$ cat config.mk
export PLATFORM = sky130hd
export DESIGN_NAME = mem_access_ctrl_flat
export DESIGN_NICKNAME = d
export VERILOG_FILES = /design/src/rtl/mips_mem_pkg.sv /design/src/rtl/mem_access_ctrl_if.sv /design/src/rtl/mem_lane_align.sv /design/src/rtl/mem_access_ctrl.sv /design/src/flat_wrapper.sv
export SDC_FILE = /design/constraint.sdc
export NUM_CORES = 1
export LEC_CHECK = 0
export ABC_AREA = 1
export BUFFER_PORTS_ARGS = -buffer_cell sky130_fd_sc_hd__buf_2
export CAP_MARGIN = 25
export CORE_ASPECT_RATIO = 1.4
export CORE_MARGIN = 1.5
export CORE_UTILIZATION = 40
export DETAILED_ROUTE_END_ITERATION = 8
export GPL_TIMING_DRIVEN = 0
export HOLD_SLACK_MARGIN = 0.1
export MAX_ROUTING_LAYER = met4
export SLEW_MARGIN = 10
export SYNTH_ARGS = -nofsm -noshare
export SYNTH_HDL_FRONTEND = slang
export SYNTH_SLANG_ARGS = --single-unit
export TNS_END_PERCENT = 10
$ cat constraint.sdc
create_clock -name clk -period 1.75 [get_ports clk]
set_input_delay 0.2625 -clock clk [delete_from_list [all_inputs] [get_ports clk]]
set_output_delay 0.2625 -clock clk [all_outputs]
set_load 0.02 [all_outputs]
$ cat src/rtl/mips_mem_pkg.sv
// Shared types for the MIPS data-RAM load/store controller.
package mips_mem_pkg;

  typedef enum logic [1:0] {
    SZ_BYTE = 2'b00,
    SZ_HALF = 2'b01,
    SZ_WORD = 2'b10,
    SZ_RSVD = 2'b11
  } size_t;

  typedef enum logic [2:0] {
    IDLE,
    RD,
    RMW_RD,
    WR,
    RESP
  } state_t;

  // Request fields held for the whole access once accepted.
  typedef struct packed {
    size_t       size;
    logic        sgn;
    logic [1:0]  lane;
    logic [31:0] wdata;
  } req_t;

  // Reserved size, odd halfword, or word not on a 4-byte boundary.
  function automatic logic is_misaligned(input logic [1:0] size, input logic [1:0] addr);
    case (size)
      SZ_BYTE: is_misaligned = 1'b0;
      SZ_HALF: is_misaligned = addr[0];
      SZ_WORD: is_misaligned = (addr != 2'b00);
      default: is_misaligned = 1'b1;
    endcase
  endfunction

endpackage

$ cat src/rtl/mem_access_ctrl_if.sv
// Pipeline request/response plus data-RAM bus for mem_access_ctrl.
interface mem_access_ctrl_if #(
  parameter int ADDR_WIDTH = 4,
  parameter int DATA_WIDTH = 32
);
  logic                  req_valid;
  logic                  req_ready;
  logic                  req_we;
  logic [1:0]            req_size;
  logic                  req_signed;
  logic [ADDR_WIDTH+1:0] req_addr;
  logic [DATA_WIDTH-1:0] req_wdata;
  logic                  resp_valid;
  logic [DATA_WIDTH-1:0] resp_rdata;
  logic                  resp_err;
  logic                  ram_we;
  logic                  ram_rd;
  logic [ADDR_WIDTH-1:0] ram_addr;
  logic [DATA_WIDTH-1:0] ram_wdata;
  logic [DATA_WIDTH-1:0] ram_rdata;

  // Controller side.
  modport slave (
    input  req_valid, req_we, req_size, req_signed, req_addr, req_wdata, ram_rdata,
    output req_ready, resp_valid, resp_rdata, resp_err, ram_we, ram_rd, ram_addr, ram_wdata
  );

  // Pipeline + RAM side.
  modport master (
    output req_valid, req_we, req_size, req_signed, req_addr, req_wdata, ram_rdata,
    input  req_ready, resp_valid, resp_rdata, resp_err, ram_we, ram_rd, ram_addr, ram_wdata
  );
endinterface

$ cat src/rtl/mem_lane_align.sv
// Little-endian byte-lane logic: store merge and load extract/extend.
module mem_lane_align
  import mips_mem_pkg::*;
#(
  parameter int NUM_LANES = 4,
  parameter int VEC_W     = 8
) (
  input  logic [NUM_LANES-1:0][VEC_W-1:0] word,
  input  logic [NUM_LANES-1:0][VEC_W-1:0] wdata,
  input  size_t                           size,
  input  logic [1:0]                      lane,
  input  logic                            sgn,
  output logic [NUM_LANES-1:0][VEC_W-1:0] merged,
  output logic [NUM_LANES*VEC_W-1:0]      rdata
);
  localparam int W = NUM_LANES * VEC_W;

  for (genvar b = 0; b < NUM_LANES; b++) begin : g_lane
    localparam logic [1:0] LB = 2'(b);
    localparam int         HB = b % 2;
    logic             sel;
    logic [VEC_W-1:0] src;

    // Pick whether this byte is overwritten and from which store byte.
    always_comb begin
      sel = 1'b0;
      src = wdata[b];
      case (size)
        SZ_BYTE: begin sel = (lane == LB);       src = wdata[0];  end
        SZ_HALF: begin sel = (lane[1] == LB[1]); src = wdata[HB]; end
        SZ_WORD: begin sel = 1'b1;               src = wdata[b];  end
        default: begin sel = 1'b0;               src = wdata[b];  end
      endcase
    end

    assign merged[b] = sel ? src : word[b];
  end

  logic [W-1:0] flat;
  logic [W-1:0] sh;
  assign flat = word;

  // Shift the addressed lane down to bit 0, then extend.
  always_comb begin
    sh    = flat;
    rdata = flat;
    case (size)
      SZ_BYTE: begin
        sh    = flat >> {lane, 3'b000};
        rdata = {{(W-8){sgn & sh[7]}}, sh[7:0]};
      end
      SZ_HALF: begin
        sh    = flat >> {lane[1], 4'b0000};
        rdata = {{(W-16){sgn & sh[15]}}, sh[15:0]};
      end
      default: rdata = flat;
    endcase
  end

endmodule

$ cat src/rtl/mem_access_ctrl.sv
// Single-outstanding load/store initiator for the word-wide data RAM.
module mem_access_ctrl
  import mips_mem_pkg::*;
#(
  parameter int DATA_WIDTH = 32,
  parameter int ADDR_WIDTH = 4
) (
  input logic              clk,
  input logic              rst,
  mem_access_ctrl_if.slave bus
);
  state_t                st;
  req_t                  r;
  logic [DATA_WIDTH-1:0] merged;
  logic [DATA_WIDTH-1:0] extracted;

  // Both lane paths work on the word the RAM is returning this cycle.
  mem_lane_align #(
    .NUM_LANES(DATA_WIDTH / 8),
    .VEC_W    (8)
  ) u_align (
    .word  (bus.ram_rdata),
    .wdata (r.wdata),
    .size  (r.size),
    .lane  (r.lane),
    .sgn   (r.sgn),
    .merged(merged),
    .rdata (extracted)
  );

  // Access sequencer; every output is a register set on the transition into its state.
  always_ff @(posedge clk) begin
    if (rst) begin
      st             <= IDLE;
      r              <= '0;
      bus.req_ready  <= 1'b1;
      bus.ram_we     <= 1'b0;
      bus.ram_rd     <= 1'b0;
      bus.ram_addr   <= '0;
      bus.ram_wdata  <= '0;
      bus.resp_valid <= 1'b0;
      bus.resp_rdata <= '0;
      bus.resp_err   <= 1'b0;
    end else begin
      case (st)
        IDLE: begin
          if (bus.req_valid) begin
            r.size        <= size_t'(bus.req_size);
            r.sgn         <= bus.req_signed;
            r.lane        <= bus.req_addr[1:0];
            r.wdata       <= bus.req_wdata;
            bus.ram_addr  <= bus.req_addr[ADDR_WIDTH+1:2];
            bus.req_ready <= 1'b0;
            if (is_misaligned(bus.req_size, bus.req_addr[1:0])) begin
              bus.resp_valid <= 1'b1;
              bus.resp_err   <= 1'b1;
              bus.resp_rdata <= '0;
              st             <= RESP;
            end else if (!bus.req_we) begin
              bus.ram_rd <= 1'b1;
              st         <= RD;
            end else if (bus.req_size == SZ_WORD) begin
              bus.ram_we    <= 1'b1;
              bus.ram_wdata <= bus.req_wdata;
              st            <= WR;
            end else begin
              // Sub-word store: fetch the word first so untouched bytes survive.
              bus.ram_rd <= 1'b1;
              st         <= RMW_RD;
            end
          end
        end
        RD: begin
          bus.ram_rd     <= 1'b0;
          bus.resp_valid <= 1'b1;
          bus.resp_rdata <= extracted;
          st             <= RESP;
        end
        RMW_RD: begin
          bus.ram_rd    <= 1'b0;
          bus.ram_we    <= 1'b1;
          bus.ram_wdata <= merged;
          st            <= WR;
        end
        WR: begin
          bus.ram_we     <= 1'b0;
          bus.resp_valid <= 1'b1;
          bus.resp_rdata <= '0;
          st             <= RESP;
        end
        RESP: begin
          bus.resp_valid <= 1'b0;
          bus.resp_err   <= 1'b0;
          bus.resp_rdata <= '0;
          bus.req_ready  <= 1'b1;
          st             <= IDLE;
        end
        default: begin
          bus.ram_we     <= 1'b0;
          bus.ram_rd     <= 1'b0;
          bus.resp_valid <= 1'b0;
          bus.resp_err   <= 1'b0;
          bus.resp_rdata <= '0;
          bus.req_ready  <= 1'b1;
          st             <= IDLE;
        end
      endcase
    end
  end

endmodule

$ cat src/flat_wrapper.sv
// flat-port wrapper written by rule: the top's interface ports become plain ports
module mem_access_ctrl_flat import mips_mem_pkg::*;
#(
  parameter int DATA_WIDTH = 32,
  parameter int ADDR_WIDTH = 4
)
  (clk, rst, bus_req_valid, bus_req_we, bus_req_size, bus_req_signed, bus_req_addr, bus_req_wdata, bus_ram_rdata, bus_req_ready, bus_resp_valid, bus_resp_rdata, bus_resp_err, bus_ram_we, bus_ram_rd, bus_ram_addr, bus_ram_wdata);
  mem_access_ctrl_if #(.ADDR_WIDTH(ADDR_WIDTH), .DATA_WIDTH(DATA_WIDTH)) bus_i ();
  input logic clk;
  input logic rst;
  input wire logic [$bits(bus_i.req_valid)-1:0] bus_req_valid;
  input wire logic [$bits(bus_i.req_we)-1:0] bus_req_we;
  input wire logic [$bits(bus_i.req_size)-1:0] bus_req_size;
  input wire logic [$bits(bus_i.req_signed)-1:0] bus_req_signed;
  input wire logic [$bits(bus_i.req_addr)-1:0] bus_req_addr;
  input wire logic [$bits(bus_i.req_wdata)-1:0] bus_req_wdata;
  input wire logic [$bits(bus_i.ram_rdata)-1:0] bus_ram_rdata;
  output wire logic [$bits(bus_i.req_ready)-1:0] bus_req_ready;
  output wire logic [$bits(bus_i.resp_valid)-1:0] bus_resp_valid;
  output wire logic [$bits(bus_i.resp_rdata)-1:0] bus_resp_rdata;
  output wire logic [$bits(bus_i.resp_err)-1:0] bus_resp_err;
  output wire logic [$bits(bus_i.ram_we)-1:0] bus_ram_we;
  output wire logic [$bits(bus_i.ram_rd)-1:0] bus_ram_rd;
  output wire logic [$bits(bus_i.ram_addr)-1:0] bus_ram_addr;
  output wire logic [$bits(bus_i.ram_wdata)-1:0] bus_ram_wdata;
  assign bus_i.req_valid = bus_req_valid;
  assign bus_i.req_we = bus_req_we;
  assign bus_i.req_size = bus_req_size;
  assign bus_i.req_signed = bus_req_signed;
  assign bus_i.req_addr = bus_req_addr;
  assign bus_i.req_wdata = bus_req_wdata;
  assign bus_i.ram_rdata = bus_ram_rdata;
  assign bus_req_ready = bus_i.req_ready;
  assign bus_resp_valid = bus_i.resp_valid;
  assign bus_resp_rdata = bus_i.resp_rdata;
  assign bus_resp_err = bus_i.resp_err;
  assign bus_ram_we = bus_i.ram_we;
  assign bus_ram_rd = bus_i.ram_rd;
  assign bus_ram_addr = bus_i.ram_addr;
  assign bus_ram_wdata = bus_i.ram_wdata;
  mem_access_ctrl #(.DATA_WIDTH(DATA_WIDTH), .ADDR_WIDTH(ADDR_WIDTH)) u_core (.clk(clk), .rst(rst), .bus(bus_i));
endmodule
Yosys cells after proc, flatten, opt, wreduce, memory -nomap -nowiden
Index checks and enable logic that the tools add are counted.
{ "word_totals": {"reg_bits": 113, "inputBits": 77, "out_inout_bits": 73, "wordCells": 102} }
{ "classes": {"eq_ne": 17, "shifts": 2, "muxes": 45, "n_bitwise": 7, "reduce_logical": 18} }
{ "ops": {"columns": ["op", "n"], "rows": [
  ["32-bit two-way mux", 6],
  ["32-bit one-hot mux with 2 select lines", 2],
  ["32-bit one-hot mux with 3 select lines", 1],
  ["8-bit two-way mux", 6],
  ["32-bit by 5-bit right shift with 16-bit output", 1],
  ["32-bit by 5-bit right shift with 8-bit output", 1],
  ["1-bit one-hot mux with 3 select lines", 7],
  ["8-bit one-hot mux with 2 select lines", 1],
  ["1-bit two-way mux", 15],
  ["5-bit AND reduction", 2],
  ["3-bit two-way mux", 3],
  ["3-bit one-hot mux with 3 select lines", 1],
  ["2-bit == test (second input constant)", 4],
  ["2-bit OR reduction", 4],
  ["2-bit by 1-bit == test with 1-bit output (second input constant)", 3],
  ["3-bit by 2-bit == test with 1-bit output (second input constant)", 2],
  ["2-bit zero test", 3],
  ["2-bit inequality test (second input constant)", 3],
  ["1-bit one-hot mux with 2 select lines", 3],
  ["3-bit AND reduction", 2],
  ["1-bit NOT", 5],
  ["2-bit by 1-bit inequality test with 1-bit output (second input constant)", 2],
  ["2-bit AND reduction", 2],
  ["4-bit AND reduction", 1],
  ["other kinds (7)", 9]
]} }

Logic depth before layout (Yosys ltp)
Gate-level depths: netlist of run 1.
{ "logic_depth": {"depth_word": 8, "mapped_depth": 11, "ltp_nobuf": 10} }

By module
From an unflattened synthesis of run 1, not the netlist that was laid out.
{ "unflattened": {"cells_unflattened": 1028, "hier_area_um2": 6477.5} }
{ "modules_own_cells": {"columns": ["module", "instances", "cells_each", "area_each_um2", "seq_area_each_um2"], "rows": [
  ["mem_access_ctrl", 1, 645, 4649.5, 2262.2],
  ["mem_lane_align", 1, 383, 1828.0, 0.0]
]} }

Worst setup path after synthesis of run 1
Ideal clock, no wire load.
{ "synth_path": {"kind": "register to register", "start": "reg u_core.st[0]", "end": "reg u_core.bus.ram_wdata[5]", "setup_ns": 0.122, "arrival_ns": 1.260, "required_time_ns": 1.628, "setup_slack_ns": 0.367, "path_stages_with_launch": 10, "path_buffers": 2, "synth_period_minus_slack_ns": 1.383, "cell_sequence": "dfxtp_1 inv_2 nand2_4 nor2_4 nand2_1 nand3_2 buf_4 buf_6 a21oi_1 a21oi_1"} }
{ "synth_between": {"elab_chain_len": 3, "elab_cells_between_ends": 9, "classes_between": "5 x eq/ne; 1 x mux; 3 x reduce/logical"} }
{ "synth_rtl": {"columns": ["item", "line", "rtl"], "rows": [
  ["start: declaration", "mem_access_ctrl.sv:12", "state_t st;"],
  ["start signal: assignment", "mem_access_ctrl.sv:34", "st <= IDLE;"],
  ["start signal: assignment", "mem_access_ctrl.sv:58", "st <= RESP;"],
  ["start signal: assignment", "mem_access_ctrl.sv:61", "st <= RD;"],
  ["3-bit zero test or 3-bit by 2-bit == test with 1-bit output (tied branches)", "mem_access_ctrl.sv:45", "case (st)"],
  ["2-bit inequality test (no source line) (tied with other cells)", null, null],
  ["5-bit AND reduction (no source line)", null, null],
  ["end signal: assignment", "mem_access_ctrl.sv:64", "bus.ram_wdata <= bus.req_wdata;"],
  ["end signal: assignment", "mem_access_ctrl.sv:82", "bus.ram_wdata <= merged;"],
  ["end: declaration", "mem_access_ctrl_if.sv:25", "output req_ready, resp_valid, resp_rdata, resp_err, ram_we, ram_rd, ram_addr, ram_wdata"]
]} }
Several ways; a longest one is shown, not always the timed one.
A chain may end at the register's enable or synchronous reset.

Worst setup path in the final report of run 1
{ "layout_path": {"start": "reg, netlist name u_core.r[36]", "end": "reg u_core.bus.ram_wdata[23]"} }
{ "layout_between": {"elab_chain_len": 5, "elab_cells_between_ends": 8, "classes_between": "2 x eq/ne; 4 x mux; 2 x reduce/logical"} }
{ "layout_rtl": {"columns": ["item", "line", "rtl"], "rows": [
  ["2-bit by 1-bit == test with 1-bit output or 2-bit zero test (tied branches)", "mem_lane_align.sv:28", "case (size)"],
  ["2-bit OR reduction (no source line)", null, null],
  ["8-bit two-way mux", "mem_lane_align.sv:28", null],
  ["8-bit two-way mux (*)", "mem_lane_align.sv:36", "assign merged[b] = sel ? src : word[b];"],
  ["32-bit one-hot mux with 2 select lines (*)", "mem_access_ctrl.sv:45", null]
]} }
Every way passes the cells marked *; elsewhere a longest branch is shown, timed or not.

==> results of run 1 <==
cell families after synthesis:
group                  count (synthesis)  synth area share, %
DFF                                  113                 39.4
AOI/OAI and AO/OA                    226                 20.6
buffers and inverters                137                 10.2
and+or+nand+nor                      404                 29.8
flip-flops by register name (all words and copies together), names as in the netlist:
| name | count |
|---|---|
| u_core.r | 37 |
| u_core.bus.resp_valid | 1 |
| u_core.bus.req_ready | 1 |
| u_core.bus.ram_rd | 1 |
| u_core.bus.resp_rdata | 32 |
| u_core.bus.resp_err | 1 |
| u_core.bus.ram_we | 1 |
| u_core.bus.ram_wdata | 32 |
| u_core.bus.ram_addr | 4 |
| u_core.st | 3 |
power by group through the flow:
stage                     registers [W]  logic (W)  clock network, W
after global placement          0.00302    0.00207                 0
after detailed placement        0.00302    0.00208                 0
after floorplan                 0.00315    0.00123                 0
final                           0.00298    0.00219           0.00329
after global routing            0.00300    0.00242           0.00342
after CTS                       0.00297    0.00211           0.00331
cells in the mapped netlist:
cell type / n
a211oi_1: 1
a21oi_1: 128
a31oi_1: 1
buf_1: 2
buf_2: 16
buf_4: 6
buf_6: 4
clkbuf_1: 22
dfxtp_1: 113
inv_1: 77
inv_2: 10
nand2_1: 259
nand2_2: 5
nand2_4: 2
nand3_1: 47
nand3_2: 8
nand3_4: 2
nor2_1: 77
nor2_4: 4
o211ai_1: 18
o21ai_0: 69
o21ai_1: 6
o22ai_1: 3
through the flow:
stage               TNS, ps  hold WS [ps]  instances
finish                    0           106       1264
global route          -82.7           122       1264
CTS                       0           102       1259
detailed placement     -212           443       1214
global placement       -287           441       1214
floorplan                 0           378        880
routing by layer:
layer	vias to the layer above	track usage, %	wire [um]
met2	252	51.4	10700
met3	46	4.66	1200
met5	-	-	0
met4	0	14.8	971
li1	3220	-	-
met1	2897	32.9	8820
worst min path at each step:
stage | end | depth (start not counted)
after floorplan | u_core.bus.req_ready | 2
after global placement | u_core.bus.resp_valid | 2
after detailed placement | u_core.bus.resp_valid | 2
after CTS | u_core.r[34] | 3
after global routing | u_core.r[20] | 3
final | u_core.r[34] | 3
cell type report:
cell class | count | area share (%)
Buffer | 50 | 3.76
Clock buffer | 21 | 6.28
Clock inverter | 10 | 1.15
Inverter | 87 | 4.36
Multi-Input combinational cell | 630 | 38.8
Sequential cell | 113 | 30.3
Tap cell | 185 | 3.09
Timing Repair Buffer | 168 | 12.3
worst register-to-register path, cell delays in order, from the launching register on:
cell and delay (ps):
dfxtp_2 360, inv_2 200, buf_1 490, o21ai_0 150
a21oi_1 150, o21ai_0 130, a21oi_1 150
repair_timing:
action,4_1_cts,5_1_grt
endpoints found under the setup margin,4,93
cloned,0,0
buffers inserted,0,5
gates resized for setup,1,22
hold buffers,14,0
endpoints found under the hold margin,14,0
pin swaps,1,2
==> flow_summary.toml, run 1 <==
[floorplanning]
fp.dieH_um = 145
die_area_um2 = 15100
fp-row-count = 51
die_x_um = 104
io_pins = 150
fp.coreArea_um2 = 14000
initial_utilization_pct = 41.1

[setup_path]
cp_slowest_cell = "buf_1"
setup.worst_path.start = "u_core.r[36]"
criticalPathCategory = "reg -> reg"
cp.required_ps = 2090
reg2reg_slack_ps = 50
path_buf_inv = 2
endpoint = "u_core.bus.ram_wdata[23]"
cp_top_family = "buffers and inverters"
cp.depth = 6
cp_slowest_stage_delay_ps = 490
worst_r2r_endpoint = "u_core.bus.ram_wdata[23]"
crit_chain = "inv_2, buf_1, o21ai_0, a21oi_1, o21ai_0, a21oi_1"
start_kind = "register"
end_kind = "register"
cp_max_fo = 10
r2r_cells = 6
r2r-start = "u_core.r[36]"
worstPathArrival_ps = 2040

[synth]
syn_area_per_cell_um2 = 6.53
synth_area_um2 = 5740
yosys_warnings = 0
syn_inst = 880
synth_top_area_cell = "dfxtp_1"
synth_area_leaders = "dfxtp_1, nand2_1, a21oi_1, o21ai_0, inv_1"
synth_seq_cells = 113
syn_nets = 957
seq_area_frac_synth_pct = 39.4
synth.distinct_cells = 23
synth_top_area_share_pct = 39.4

[pwr]
p_sw_w = 0.00288
total_power_w = 0.00846
max-vdd-ir-drop_mv = 0.543
seqPwrFrac_pct = 35.2
p_int_w = 0.00558
p_leak_nw = 3.69
p_clk_share_pct = 38.9
swShare_pct = 34.0
comb_power_share_pct = 25.9
p_per_area_nw_per_um2 = 1130

[hold_path]
holdCritStartpoint = "bus_req_signed"
min_path_type = "in -> reg"

[clock_tree]
cts-root-buf = "clkbuf_16"
cts.sinks = 113
cts_htree_levels = 4
cts_tree = "done"
path_clk_slew_ps = 50
cts_buffers = 17
clockBufferDepth = 2
clk_latency_ps = 410

[grt]
overflow = 0
grt_pass1_wl_um = 32800
grt_pass1_vias = 6017
grt_max_degree = 17
antenna_found_initial = 0
track_usage_pct = 29.5

[place]
port_buffers = 149
dpl_cell_area_um2 = 6720
dp_slack_ps = -65.9
gp_congestion = 0.956
dp_hpwl_um = 16600

[route]
wl_per_cell_um = 17.2
drt-initial-drc-count = 336
viasPerCell = 5.08
vias = 6415
drt_drc_violations_left = 0
dr.pass1.iters = 5
drt-total-wl_um = 21700
ant_nets = 0

[finish]
regArea_um2 = 2270
area_delta_synth_final_pct = 30.5
drive_gt1_share_pct = 23.2
final_common_cell = "nand2_1"
fillCellCount = 1440
mostFrequentLayoutCells = "nand2_1, buf_2, a21oi_1"
multi_input_area_um2 = 2910
n_antenna_cell = 0
num-nets-final = 1144
fin_area_um2 = 7500
post-route-util_pct = 53.6

[timing]
hold_viol = 0
worst_slack_ps = 53.0
skew_ps = 10.8
worst_slew_pin_slew_ps = 638
slew_violations = 0
setup_viol = 0
post-route-min-period_ps = 1700
fmax_ghz = 0.589
post-route-period-util_pct = 97.0
maxSlewHeadroom_pct = 57.5
rsz0062_at_grt = "true"

[run]
maxCapViolations = 0

[outcome]
status = "complete, no violations"
Power figures use the tool's default switching activity.
==> run 2, diff against run 1 <==
- CORE_ASPECT_RATIO: 1.4 -> 0.5
==> run 2 against run 1 <==
Against the previous run:
- flip-flop and latch count is the same
- sequential power is essentially flat
- global-route usage grew 0.79 points
- first-iteration DRC count grew 100%
- power grew 3.4%
- die area grew 0.22%
- design area is the same
- combinational power is essentially flat
- sequential share of layout area shrank 0.050 points
- critical path type unchanged
==> flow_summary.toml, run 2 (same netlist as run 1, synthesis figures left out) <==
[grt]
grt_pass1_vias = 5807
antenna_found_initial = 0
overflow = 0
grt_pass1_wl_um = 32700
grt_max_degree = 17
track_usage_pct = 30.3

[finish]
num-nets-final = 1139
fin_area_um2 = 7500
area_delta_synth_final_pct = 30.5
mostFrequentLayoutCells = "nand2_1, buf_2, a21oi_1"
largest_reg_flops = 37
multi_input_area_um2 = 2900
fillCellCount = 1446
regMostFlops = "u_core.r"
regArea_um2 = 2260
drive_gt1_share_pct = 23.3
n_antenna_cell = 0
final_common_cell = "nand2_1"
reg.largest.list = "u_core.r: 37 flops, u_core.bus.ram_wdata: 32 flops, u_core.bus.resp_rdata: 32 flops"

[timing]
skew_ps = 13.5
post-route-min-period_ps = 1690
holdWs_ps = 99.6
slew_violations = 0
worst_slew_pin_slew_ps = 732
setup_viol = 0
maxSlewHeadroom_pct = 51.2
post-route-period-util_pct = 96.3
rsz0062_at_grt = "true"
worst_slack_ps = 63.9
hold_viol = 0
fmax_ghz = 0.593

[place]
dp_slack_ps = -8.31
port_buffers = 149
dp_hpwl_um = 16800
dpl_cell_area_um2 = 6730
gp_congestion = 0.952

[hold_path]
min_path_type = "in -> reg"
holdCritStartpoint = "bus_req_wdata[19]"
hold_end = "u_core.r[19]"
hold_depth = 3

[clock_tree]
cts.sinks = 113
clk_latency_ps = 420
path_clk_slew_ps = 60
clockBufferDepth = 2
cts_htree_levels = 4
cts-root-buf = "clkbuf_16"
cts_buffers = 17
cts_tree = "done"

[pwr]
p_clk_share_pct = 41.0
swShare_pct = 34.1
comb_power_share_pct = 25.0
seqPwrFrac_pct = 34.0
p_int_w = 0.00576
total_power_w = 0.00874
p_sw_w = 0.00298
p_per_area_nw_per_um2 = 1170
max-vdd-ir-drop_mv = 0.733
p_leak_nw = 3.69

[route]
vias = 6565
dr.pass1.iters = 5
viasPerCell = 5.18
ant_nets = 0
drt_drc_violations_left = 0
drt-initial-drc-count = 685
drt-total-wl_um = 22000
wl_per_cell_um = 17.4

[outcome]
status = "complete, no violations"

[floorplanning]
fp-row-count = 30
io_pins = 150
die_area_um2 = 15100
fp.dieH_um = 87.7
die_x_um = 172
initial_utilization_pct = 41.7
fp.coreArea_um2 = 13800

[setup_path]
r2r_cells = 7
crit_chain = "inv_2, buf_2, nand2_4, nand3_4, buf_4, o211ai_1, a21oi_1"
end_kind = "register"
worst_r2r_endpoint = "u_core.bus.ram_wdata[14]"
cp_slowest_stage_delay_ps = 430
start_kind = "register"
cp.required_ps = 2040
cp_max_fo = 10
r2r-start = "u_core.r[33]"
reg2reg_slack_ps = 60
criticalPathCategory = "reg -> reg"
cp_slowest_cell = "dfxtp_2"
worstPathArrival_ps = 1970

[run]
maxCapViolations = 0
-- run 2: changes by cell type in the layout (fill, tap and decap cells not counted), sizes merged --
cell / delta
inv: +1
bufinv: +2
buf: -5
clkbuf: +2
dlygate4sd3: -4
-- run 2: cell type report --
| cell class | instances | area share (%) |
|---|---|---|
| tap | 192 | 3.20 |
| buffer | 50 | 3.87 |
| timing repair buffer | 163 | 11.7 |
| clock buffer | 19 | 5.77 |
| multi-input combinational | 630 | 38.7 |
| sequential | 113 | 30.2 |
| clock inverter | 13 | 2.17 |
| inverter | 87 | 4.36 |
-- run 2: power groups by stage --
stage	Sequential [W]	Combinational, W	Clock (W)
floorplan	0.00315	0.00123	0
global placement	0.00302	0.00206	0
detailed placement	0.00302	0.00208	0
CTS	0.00297	0.00211	0.00361
global route	0.00299	0.00241	0.00370
finish	0.00297	0.00218	0.00359
-- run 2: per-stage QoR --
| step | TNS, ps | utilization [%] | cells |
|---|---|---|---|
| 2_1_floorplan | 0 | - | 880 |
| 3_5_place_dp | -8.31 | 48.8 | 1221 |
| 5_1_grt | -56.9 | 54.4 | 1267 |
| 4_1_cts | 0 | 53.9 | 1263 |
| 6_report | 0 | 54.4 | 1267 |
| 3_3_place_gp | -45.3 | 48.8 | 1221 |
-- run 2: critical path, delay by kind of cell (launching register included) --
kind	cells	cell delay, ps
flops	1	430
buf+inv	3	450
compound gates	2	420
simple gates	2	240
-- run 2: what timing repair did --
item / CTS / global route
hold buffers: 10 / 0
gates resized for setup: 1 / 26
pin swaps: 0 / 1
gates cloned: 0 / 0
setup buffers: 0 / 4
hold endpoints to repair: 10 / 0
endpoints found under the setup margin: 2 / 83
-- run 2: how the worst max path moves through the flow --
stage                       startpoint  depth (start not counted)                        to
after floorplan           u_core.st[0]                          9   u_core.bus.ram_wdata[5]
after detailed placement  u_core.st[0]                          8  u_core.bus.ram_wdata[29]
after global placement    u_core.st[0]                          8  u_core.bus.ram_wdata[29]
after CTS                 u_core.r[33]                          7  u_core.bus.ram_wdata[14]
after global routing      u_core.st[2]                          9   u_core.bus.ram_wdata[4]
final                     u_core.r[33]                          7  u_core.bus.ram_wdata[14]
-- run 2: per-layer routing --
layer  wire length (um)  global-route usage, %
met3               2070                   8.36
met4                292                   7.04
met1              10700                   42.2
met2               8910                   43.0
met5                  0                      -
==> run 3, diff against run 2 <==
- clock period: 1.75 -> 2.1 ns (I/O delays scaled with it)
==> run 3 against run 2 <==
Against the previous run:
- register-to-register slack better by 190 ps
- global-route usage down 0.071 points
- first-iteration DRC count fell by 2.9%
- final cell count down 1.1%
- count of clock-buffer cells in the layout is the same
- wire length is 0.83% lower
- setup slack improved by 190 ps
- power is 17% lower
- maximum frequency shrank 8.5%
- non-clock buffer count decreased by 14
- utilization down 1.3 points
- critical path type unchanged
- largest cell class unchanged
==> flow_summary.toml, run 3 (same netlist as run 1, synthesis figures left out) <==
[timing]
slew_violations = 0
post-route-min-period_ps = 1840
skew_ps = 13.1
worst_slew_pin_slew_ps = 734
maxSlewHeadroom_pct = 51.0
post-route-period-util_pct = 87.8
tns_ps = 0
setup_viol = 0
hold_viol = 0
rsz0062_at_grt = "false"
fmax_ghz = 0.543

[route]
drt-total-wl_um = 21800
ant_nets = 0
drt-initial-drc-count = 665
dr.pass1.iters = 5
wl_per_cell_um = 17.4
drt_drc_violations_left = 0
viasPerCell = 5.18
vias = 6489

[clock_tree]
path_clk_slew_ps = 60
hold_buffers = 0
clockBufferDepth = 2
cts_tree = "done"
cts_buffers = 17
clk_latency_ps = 420
cts-root-buf = "clkbuf_16"
cts_resized = 0
cts.sinks = 113
cts_htree_levels = 4
postCtsSetupBuffers = 0

[grt]
grt_pass1_wl_um = 32600
use_met2_pct = 42.6
grt_use_met3_pct = 8.36
grt_util_met1_pct = 42.3
overflow = 0
grt_busiest_layer = "met2"
track_usage_pct = 30.2
grt_pass1_vias = 5757
antenna_found_initial = 0
grt_max_degree = 17

[place]
gp_congestion = 0.952
dpl.cell_count = 1221
port_buffers = 149
dp_hpwl_um = 16800

[floorplanning]
fp.dieH_um = 87.7
die_x_um = 172
die_area_um2 = 15100
fp.coreArea_um2 = 13800
initial_utilization_pct = 41.7
io_pins = 150
fp-row-count = 30

[finish]
final_common_cell = "nand2_1"
area_delta_synth_final_pct = 27.5
largest_reg_flops = 37
mostFrequentLayoutCells = "nand2_1, buf_2, a21oi_1"
n_antenna_cell = 0
stdcell_count = 1253
num-nets-final = 1125
reg.largest.list = "u_core.r: 37 flops, u_core.bus.ram_wdata: 32 flops, u_core.bus.resp_rdata: 32 flops"
regMostFlops = "u_core.r"
drive_gt1_share_pct = 22.2
fillCellCount = 1463

[setup_path]
criticalPathCategory = "reg -> reg"
cp.required_ps = 2390
start_kind = "register"
cp_top_family = "buffers and inverters"
cp_max_fo = 10
crit_chain = "inv_2, nand2_4, nor2_4, inv_2, clkbuf_1, nand2_1, nand2_1, a21oi_1"
r2r_cells = 8
cp_slowest_cell = "clkbuf_1"
worstPathArrival_ps = 2140
cp.depth = 8
end_kind = "register"
path_buf_inv = 3
cp_slowest_stage_delay_ps = 570

[outcome]
status = "complete, no violations"

[hold_path]
min_path_type = "in -> reg"
hold_depth = 3

[pwr]
p_per_area_nw_per_um2 = 987
p_leak_nw = 3.61
max-vdd-ir-drop_mv = 0.598

[run]
maxCapViolations = 0
==> run 3: cell types whose count changed in the layout (fill, tap and decap cells not counted), moves of 2 or more <==
cell,before,now
buf_2,159,165
buf_4,9,6
clkbuf_1,17,24
clkbuf_2,6,0
clkbuf_4,7,0
dfxtp_1,111,113
dfxtp_2,2,0
dlygate4sd3_1,10,0
==> run 3: power breakdown <==
part           switching, W  internal, W  total, W  leakage (nW)
Clock               0.00112      0.00187   0.00299         0.283
Sequential         0.000127      0.00235   0.00248         0.925
Combinational       0.00123     0.000540   0.00177          2.40
==> run 3: metal layers <==
metal | wire length (um) | share of wire (%)
met1 | 10500 | 48
met2 | 8690 | 40
met3 | 2270 | 10
met4 | 295 | 1.4
met5 | 0 | 0
==> run 3: worst paths after layout <==
check                                           start                       end  slack [ps]
worst max register to register           u_core.st[0]  u_core.bus.ram_wdata[27]         260
worst min register to register  u_core.bus.resp_valid     u_core.bus.resp_valid         450
worst max-delay path                     u_core.st[0]  u_core.bus.ram_wdata[27]         260
worst min-delay path                  bus_req_addr[3]    u_core.bus.ram_addr[1]         130
==> run 3: stage by stage <==
| stage | total power (W) | utilization (%) | instance area (um^2) | worst slack [ps] | hold slack (ps) |
|---|---|---|---|---|---|
| CTS | 0.00722 | 53.2 | 7320 | 324 | 120 |
| detailed placement | 0.00425 | 48.8 | 6730 | 342 | 441 |
| floorplan | 0.00364 | - | 5740 | 717 | 431 |
| global route | 0.00753 | 53.2 | 7320 | 188 | 154 |
| finish | 0.00723 | 53.2 | 7320 | 257 | 126 |
| global placement | 0.00423 | 48.8 | 6730 | 322 | 437 |
==> run 3: worst reg2reg max path, stage by stage (launching register included) <==
cell and delay (ps):
dfxtp_1 400, inv_2 60, nand2_4 100, nor2_4 60
inv_2 160, clkbuf_1 570, nand2_1 160, nand2_1 130
a21oi_1 70
==> run 3: final cells by class <==
| cell class | count | area [um^2] | share of cell area [%] |
|---|---|---|---|
| well taps | 192 | 240 | 3.28 |
| multi-input cells | 630 | 2890 | 39.5 |
| clock buffers | 19 | 433 | 5.91 |
| inverters | 87 | 327 | 4.46 |
| plain buffers | 50 | 260 | 3.55 |
| clock inverters | 13 | 163 | 2.22 |
| flip-flops and latches | 113 | 2260 | 30.9 |
| repair buffers | 149 | 746 | 10.2 |
